==> config.mk <==
export PLATFORM = sky130hd
export DESIGN_NAME = tx_gearbox
export DESIGN_NICKNAME = d
export VERILOG_FILES = /design/src/rtl/tx_gearbox.sv
export SDC_FILE = /design/constraint.sdc
export NUM_CORES = 1
export LEC_CHECK = 0
export ABC_AREA = 1
export BUFFER_PORTS_ARGS = -buffer_cell sky130_fd_sc_hd__clkbuf_2
export CAP_MARGIN = 20
export CORE_ASPECT_RATIO = 1.1
export CORE_UTILIZATION = 23
export CTS_CLUSTER_DIAMETER = 50
export DETAILED_ROUTE_END_ITERATION = 10
export GPL_TIMING_DRIVEN = 1
export HOLD_SLACK_MARGIN = 0.15
export PLACE_DENSITY_LB_ADDON = 0.15
export SLEW_MARGIN = 10
export SYNTH_ARGS = -nofsm -noshare
export SYNTH_HDL_FRONTEND = slang
export SYNTH_SLANG_ARGS = --single-unit
export TNS_END_PERCENT = 20
==> constraint.sdc <==
create_clock -name i_clk -period 2.2 [get_ports i_clk]
set_input_delay 0.11 -clock i_clk [delete_from_list [all_inputs] [get_ports i_clk]]
set_output_delay 0.11 -clock i_clk [all_outputs]
set_load 0.02 [all_outputs]
==> src/rtl/tx_gearbox.sv <==
// -----------------------------------------------------------------------------
// tx_gearbox
// 64b/66b transmit gearbox: packs 66-bit blocks, delivered as two 32-bit halves
// with the sync header on the first half, into a continuous 32-bit word stream.
// Upstream is paused for one cycle in every 33 to drain the 32 residual bits.
// Revision: 1.0
// -----------------------------------------------------------------------------
`default_nettype none

module tx_gearbox #(
  parameter int DATA_WIDTH = 32,
  parameter int HDR_WIDTH  = 2
) (
  input  logic                  i_clk,
  input  logic                  i_reset_n,
  input  logic [DATA_WIDTH-1:0] i_data,
  input  logic [HDR_WIDTH-1:0]  i_hdr,
  input  logic                  i_hdr_valid,
  output logic                  o_data_ready,
  output logic [DATA_WIDTH-1:0] o_data,
  output logic                  o_data_valid,
  output logic                  o_align_err
);

  typedef enum logic [0:0] {
    IDLE = 1'b0,
    RUN  = 1'b1
  } state_t;

  localparam logic [5:0] SEQ_LAST = 6'd32;

  state_t      state_q;
  logic [5:0]  seq_q, seq_d;
  logic [5:0]  r_q, r_d;          // residual bit count held in buf_q
  logic [31:0] buf_q, buf_d;      // residual bits, stream order from bit 0
  logic [31:0] data_q, word_d;
  logic        valid_q;
  logic        align_err_q, align_err_d;
  logic [63:0] w_new;
  logic [63:0] w_comb;

  // Upstream may present a half every RUN cycle except the drain slot.
  assign o_data_ready = (state_q == RUN) && (seq_q != SEQ_LAST);

  // Append this cycle's bits above the residual and split off the low word.
  // Residual is at most 30 bits on header cycles, so 34 new bits fit in 64.
  always_comb begin
    seq_d       = seq_q;
    r_d         = r_q;
    buf_d       = buf_q;
    word_d      = '0;
    align_err_d = 1'b0;
    w_new       = '0;
    w_comb      = {32'b0, buf_q};
    if (state_q == RUN) begin
      seq_d = (seq_q == SEQ_LAST) ? 6'd0 : seq_q + 6'd1;
      if (seq_q == SEQ_LAST) begin
        word_d = buf_q;
        buf_d  = '0;
        r_d    = '0;
      end else begin
        if (!seq_q[0]) begin
          w_new = {30'b0, i_data, i_hdr};
        end else begin
          w_new = {32'b0, i_data};
        end
        w_comb      = {32'b0, buf_q} | (w_new << r_q);
        word_d      = w_comb[31:0];
        buf_d       = w_comb[63:32];
        r_d         = seq_q[0] ? r_q : r_q + 6'd2;
        // Internal phase wins; a disagreeing marker is only reported.
        align_err_d = (i_hdr_valid != !seq_q[0]);
      end
    end
  end

  // State machine, counters, residual buffer and registered outputs.
  always_ff @(posedge i_clk or negedge i_reset_n) begin
    if (!i_reset_n) begin
      state_q     <= IDLE;
      seq_q       <= '0;
      r_q         <= '0;
      buf_q       <= '0;
      data_q      <= '0;
      valid_q     <= 1'b0;
      align_err_q <= 1'b0;
    end else begin
      state_q     <= RUN;
      seq_q       <= seq_d;
      r_q         <= r_d;
      buf_q       <= buf_d;
      data_q      <= word_d;
      valid_q     <= (state_q == RUN);
      align_err_q <= align_err_d;
    end
  end

`ifndef SYNTHESIS
  // The drain slot must always find exactly one full word of residual.
  always_ff @(posedge i_clk) begin
    if (i_reset_n && state_q == RUN && seq_q == SEQ_LAST) begin
      assert (r_q == 6'd32);
    end
  end
`endif

  assign o_data       = data_q;
  assign o_data_valid = valid_q;
  assign o_align_err  = align_err_q;

endmodule

`default_nettype wire

---- Yosys cells after proc, flatten, opt, wreduce, memory -nomap -nowiden ----
Cells that the tools add are included.
Widths: inputs -> output; s select.
storage, ports and cells
  flip-flop bits (word level) ............. 79
operators by class
  add/sub/neg operators ................... 2
  shifts and indexed selects .............. 1
  multiplexer cells ....................... 11
  bitwise operators ....................... 1
  reduce and logical (&&, ||, !) cells .... 3
  eq/ne operators ......................... 4
operators by type and width
  operator             number
  $mux 64              2
  $mux 32              3
  $or 32x64->64        1
  $shl 64x6->64        1
  $mux 34              1
  $mux 6               3
  $add 6x1->6 const B  1
  $add 6x2->6 const B  1
  $eq 6x6->1 const B   1
  $ne 6x6->1 const B   1
  $mux 1               2
  $ne 2x1->1 const B   1
  $reduce_and 2->1     1
  $logic_and 1x1->1    1
  $logic_not 1->1      1
  $ne 1x1->1           1

---- Logic depth before layout (Yosys ltp) ----
  word-level depth ........................ 7
  depth in mapped cells ................... 14
  gate-level depth less buffers ........... 11

---- Least setup slack after synthesis ----
Ideal clock, no wire load.
  path type ............................... reg2reg
  start point ............................. reg seq_q[0]
  end point ............................... reg buf_q[22]
  arrival ................................. 1.833 ns
  clock period less this slack ............ 1.899 ns
  path slack .............................. 0.301 ns
  stages on the path, launching flop included .. 13
  path buffers ............................ 5
  required time ........................... 2.134 ns
  cell sequence ........................... dfrtp_1 > buf_6 > inv_6 > buf_12 > buf_12 > ha_1 > nand4_1 > inv_1 > nor2_1 > buf_2 > buf_2 > nand2_1 > nand2_1
on the way
  longest elaborated chain between the ends .. 6
RTL lines
  element                 RTL line  text
  start, declared         33        logic [5:0] seq_q, seq_d;
  start signal, assigned  89        seq_q <= seq_d;
  $mux 34                 62        if (!seq_q[0]) begin
  $mux 64                 57        if (seq_q == SEQ_LAST) begin
  $mux 64                 55        if (state_q == RUN) begin
  $shl 64x6->64           67        w_comb = {32'b0, buf_q} | (w_new << r_q);
  $or 32x64->64           67
  $mux 32 (*)             57
  end signal, assigned    91        buf_q <= buf_d;
  end, declared           35        logic [31:0] buf_q, buf_d;
Every way passes the cells marked *; elsewhere a longest branch is shown, timed or not. The select of a mux whose other input is x is not followed.
A chain may end at the register's enable or synchronous reset.

---- Final worst setup path ----
  start point ............................. reg seq_q[0]
  end point ............................... out o_data_ready
on the way
  longest elaborated chain between the ends .. 2
RTL lines
  element            RTL line  text
  $ne 6x6->1         43        assign o_data_ready = (state_q == RUN) && (seq_q != SEQ_LAST);
  $logic_and 1x1->1  43
  end, declared      19        output logic o_data_ready,
No other way between the ends.

==> summary.txt <==
Critical path
  • Worst reg2reg endpoint: buf_q[20]$_DFFE_PN0P_
  • Critical-path top delay cell: dfrtp_1
  • Crit path DAT: 1.89 ns
  • CP Launch Point: seq_q[0]$_DFFE_PN0P_
  • Critical path capture point: o_data_ready
  • CP Max Fanout: 10
  • CP Cell Sequence: inv_6 > ha_1 > nand4_1 > inv_1 > nor2_2 > buf_4 > clkbuf_2
  • Crit Reg-Reg Startpoint: r_q[1]$_DFFE_PN0P_
  • CP endpoint kind: output port
  • R2r worst-path depth: 10
  • R2R Setup Slk: 0.25 ns
  • Crit-path max cell delay: 0.44 ns
  • Crit Path Category: register to output port
  • Startpoint types: register
  • WP data required: 2.09 ns

Yosys
  • Syn Inst Count: 832
  • Post-synth EDFFs: 0
  • Yosys warns: 0
  • Avg Cell Area, Syn: 6.691 um^2
  • Xor-xnor portion of the synthesized cell area: 0.9440%
  • Seq/Total Area, Yosys: 35.06%
  • Adder-Cell Fraction of Synth Area: 0.6743%
  • Post-synthesis mux area share: 0%
  • Netlist cell types: 35
  • Synth top area cells: dfrtp_1 35%, nand3_1 21%, nand2_1 17%
  • Largest family of logic cells by synthesized area: simple AND/OR/NAND/NOR gates
  • Mapped cell area: 0.005567 mm^2
  • Post-synth top flop: dfrtp_1
  • Post-synthesis simple-gate area fraction: 48.17%
  • Synth async-reset ratio: 100.0%
  • FF+latch count, synth: 78
  • Compound-cell area share of the yosys netlist: 6.833%
  • Top cell type's share of synthesized area: 35.06%
  • Post-Syn Nets: 872
  • Synth area leader: dfrtp_1

Detailed routing
  • Routed len/inst: 18.26 um
  • Via count: 5929
  • Routed wire length: 21710 um
  • Via/cell ratio: 4.987
  • Post-route ant nets: 0
  • Number of DRC markers in iteration 0: 513
  • Pre-Repair DR Iteration Count: 5
  • DRC: 0

CTS
  • CTS root buffer: clkbuf_16
  • CTS Buf Count: 9
  • CTS tree: built
  • CTS Buffer Depth: 2
  • Clk slew on worst S/H paths: 0.06 ns
  • Skew-Pair Late Insertion Delay: 0.35 ns
  • H-Tree Depth: 3
  • CTS resizes: 0
  • Clk sink count: 78

Final layout
  • P&R area growth vs syn: 17.19%
  • Layout cells sized above 1: 16.40%
  • Ant. Diodes: 0
  • Multi-input combinational cell area: 0.003161 mm^2
  • Fill cell count: 2659
  • FF+latch area: 0.001952 mm^2
  • Final nets: 919

Global route
  • Largest net degree at the start of global routing: 58
  • Initial antenna violation count: 0
  • Vias in the first global route: 5908
  • First-pass GRT wire length: 34010 um
  • Grt total ovfl: 0
  • GRT Overall Usage: 18.50%

Timing
  • Setup_tns: 0 ns
  • RSZ-0062 raised after global routing: false
  • Tightest Pin Transition: 0.9358 ns
  • Rel. slew slack: 37.55%
  • Final worst path period share: 90.72%
  • Final setup violating endpoints: 0
  • Maximum clock frequency: 501.1 MHz
  • Clk_skew: 0.009301 ns
  • Min cycle time layout: 1.996 ns
  • Final hold vios: 0
  • Final Max Tran Viols: 0
  • Worst setup margin: 0.2042 ns

Die
  • Core ar.: 0.02370 mm^2
  • Die Ht: 165.2 um
  • Row cnt: 59
  • Die Wd: 150.3 um
  • Initial Util: 23.49%
  • Die ar.: 0.02483 mm^2
  • Io pins: 72

Outcome
  • Outcome: completed

Worst hold path
  • Worst Hold Class: input port to asynchronous set/reset pin

Power and ir drop
  • Peak VDD IR: 478.6 uV
  • Power Density: 1539 mW/mm^2
  • Lkg Pwr: 3.269 nW

Placement
  • Port buffer count: 71
  • Setup WS pre-CTS: 0.2671 ns
  • GPL Wtd Cong: 0.9165
  • Detailed Place HPWL: 16190 um

Job
  • Max-cap viol count: 0
layout make-up:
| class | count | area share, % |
|---|---|---|
| inverters | 32 | 1.918 |
| repair buffers | 97 | 9.513 |
| flip-flops and latches | 78 | 29.92 |
| multi-input cells | 661 | 48.45 |
| clock inverters | 6 | 0.6904 |
| well taps | 305 | 5.850 |
| clock buffers | 10 | 3.663 |
synth_stat cells (2+ instances only):
| cell type | n |
|---|---|
| nand2_1 | 257 |
| nand3_1 | 237 |
| dfrtp_1 | 78 |
| nor2_1 | 32 |
| a21oi_1 | 29 |
| inv_1 | 29 |
| nand4_1 | 26 |
| buf_2 | 25 |
| o21ai_0 | 20 |
| clkbuf_1 | 16 |
| nand3_2 | 13 |
| a31oi_1 | 9 |
| buf_1 | 9 |
| nand2_2 | 8 |
| buf_4 | 7 |
| xor2_1 | 5 |
| ha_1 | 3 |
| nor2_2 | 3 |
| buf_12 | 2 |
| buf_6 | 2 |
| nand2_4 | 2 |
| nor3_1 | 2 |
| o211ai_1 | 2 |
| o21a_1 | 2 |
| o21ai_1 | 2 |
| o21ai_2 | 2 |
| o22ai_1 | 2 |
how the worst min path moves through the flow:
stage	from	endpoint	slack, ns	cells past startpoint
floorplan	i_reset_n	buf_q[0]$_DFFE_PN0P_	-0.19	0
global placement	i_reset_n	o_data[3]$_DFF_PN0_	0.09	1
detailed placement	i_reset_n	o_data[0]$_DFF_PN0_	0.09	1
CTS	i_reset_n	o_data[0]$_DFF_PN0_	0.25	2
global route	i_reset_n	o_data[0]$_DFF_PN0_	0.29	2
finish	i_reset_n	o_data[0]$_DFF_PN0_	0.24	2
logic make-up after synthesis:
| group | Yosys count |
|---|---|
| compound gates | 69 |
| xor+xnor | 6 |
| fa+ha+maj | 3 |
| buf+inv | 93 |
| flops | 78 |
| other cells | 1 |
| simple gates | 582 |
placed cells by master, fill, tap and decap left out, types with 2 or more instances in the layout:
master,synthesis,routed
nand2_1,257,257
nand3_1,237,237
dfrtp_1,78,78
clkbuf_2,0,70
nor2_1,32,30
inv_1,29,29
a21oi_1,29,29
nand4_1,26,26
o21ai_0,20,20
buf_4,7,20
nand3_2,13,13
a31oi_1,9,9
clkbuf_16,0,9
nand2_2,8,8
nor2_2,3,5
xor2_1,5,5
buf_12,2,5
ha_1,3,3
clkinvlp_4,0,3
inv_6,1,2
nand2_4,2,2
o21ai_1,2,2
nor3_1,2,2
o21a_1,2,2
o21ai_2,2,2
o22ai_1,2,2
o211ai_1,2,2
dlygate4sd3_1,0,2
metrics by stage:
step           cells  hold WS (ns)  total power (W)  instance area (um^2)  util (%)
6_report        1189        0.2387          0.01004                  6524     27.53
2_1_floorplan    832       -0.1856         0.006493                  5567         -
3_3_place_gp    1171       0.09140         0.008662                  6220     26.25
4_1_cts         1189        0.2525          0.01012                  6524     27.53
3_5_place_dp    1171       0.09008         0.008609                  6220     26.25
5_1_grt         1189        0.2910          0.01092                  6524     27.53
layer usage:
metal	track usage, %	routed length, um	vias to the layer above
li1	-	-	2914
met1	22.80	9480	2826
met2	30.81	10370	155
met3	4.038	979	34
met4	8.127	877	0
met5	0	0	-
critical path: cells and delay by family, from the launching register on:
| kind | cells | cell delay, ns |
|---|---|---|
| flip-flops | 1 | 0.44 |
| AND/OR/NAND/NOR | 2 | 0.31 |
| buffers and inverters | 4 | 0.59 |
| adder cells (fa/ha/maj) | 1 | 0.20 |
what timing repair did:
item | in CTS | in global routing
hold buffers | 2 | 0
setup buffers | 0 | 0
endpoints found under the hold margin | 76 | 0
registers in the layout, indices dropped and copies added (netlist names):
register and count:
r_q 5, buf_q 32, state_q 1, seq_q 6, o_data 32, o_data_valid 1, o_align_err 1
power by group:
group          total, W  switching, W  leakage (nW)  internal (W)
Sequential      0.00226      0.000255          1.02       0.00200
Combinational   0.00634       0.00446          2.12       0.00187
Clock           0.00145      0.000648         0.131      0.000799
Note: power is estimated with default switching activity, not from simulation.
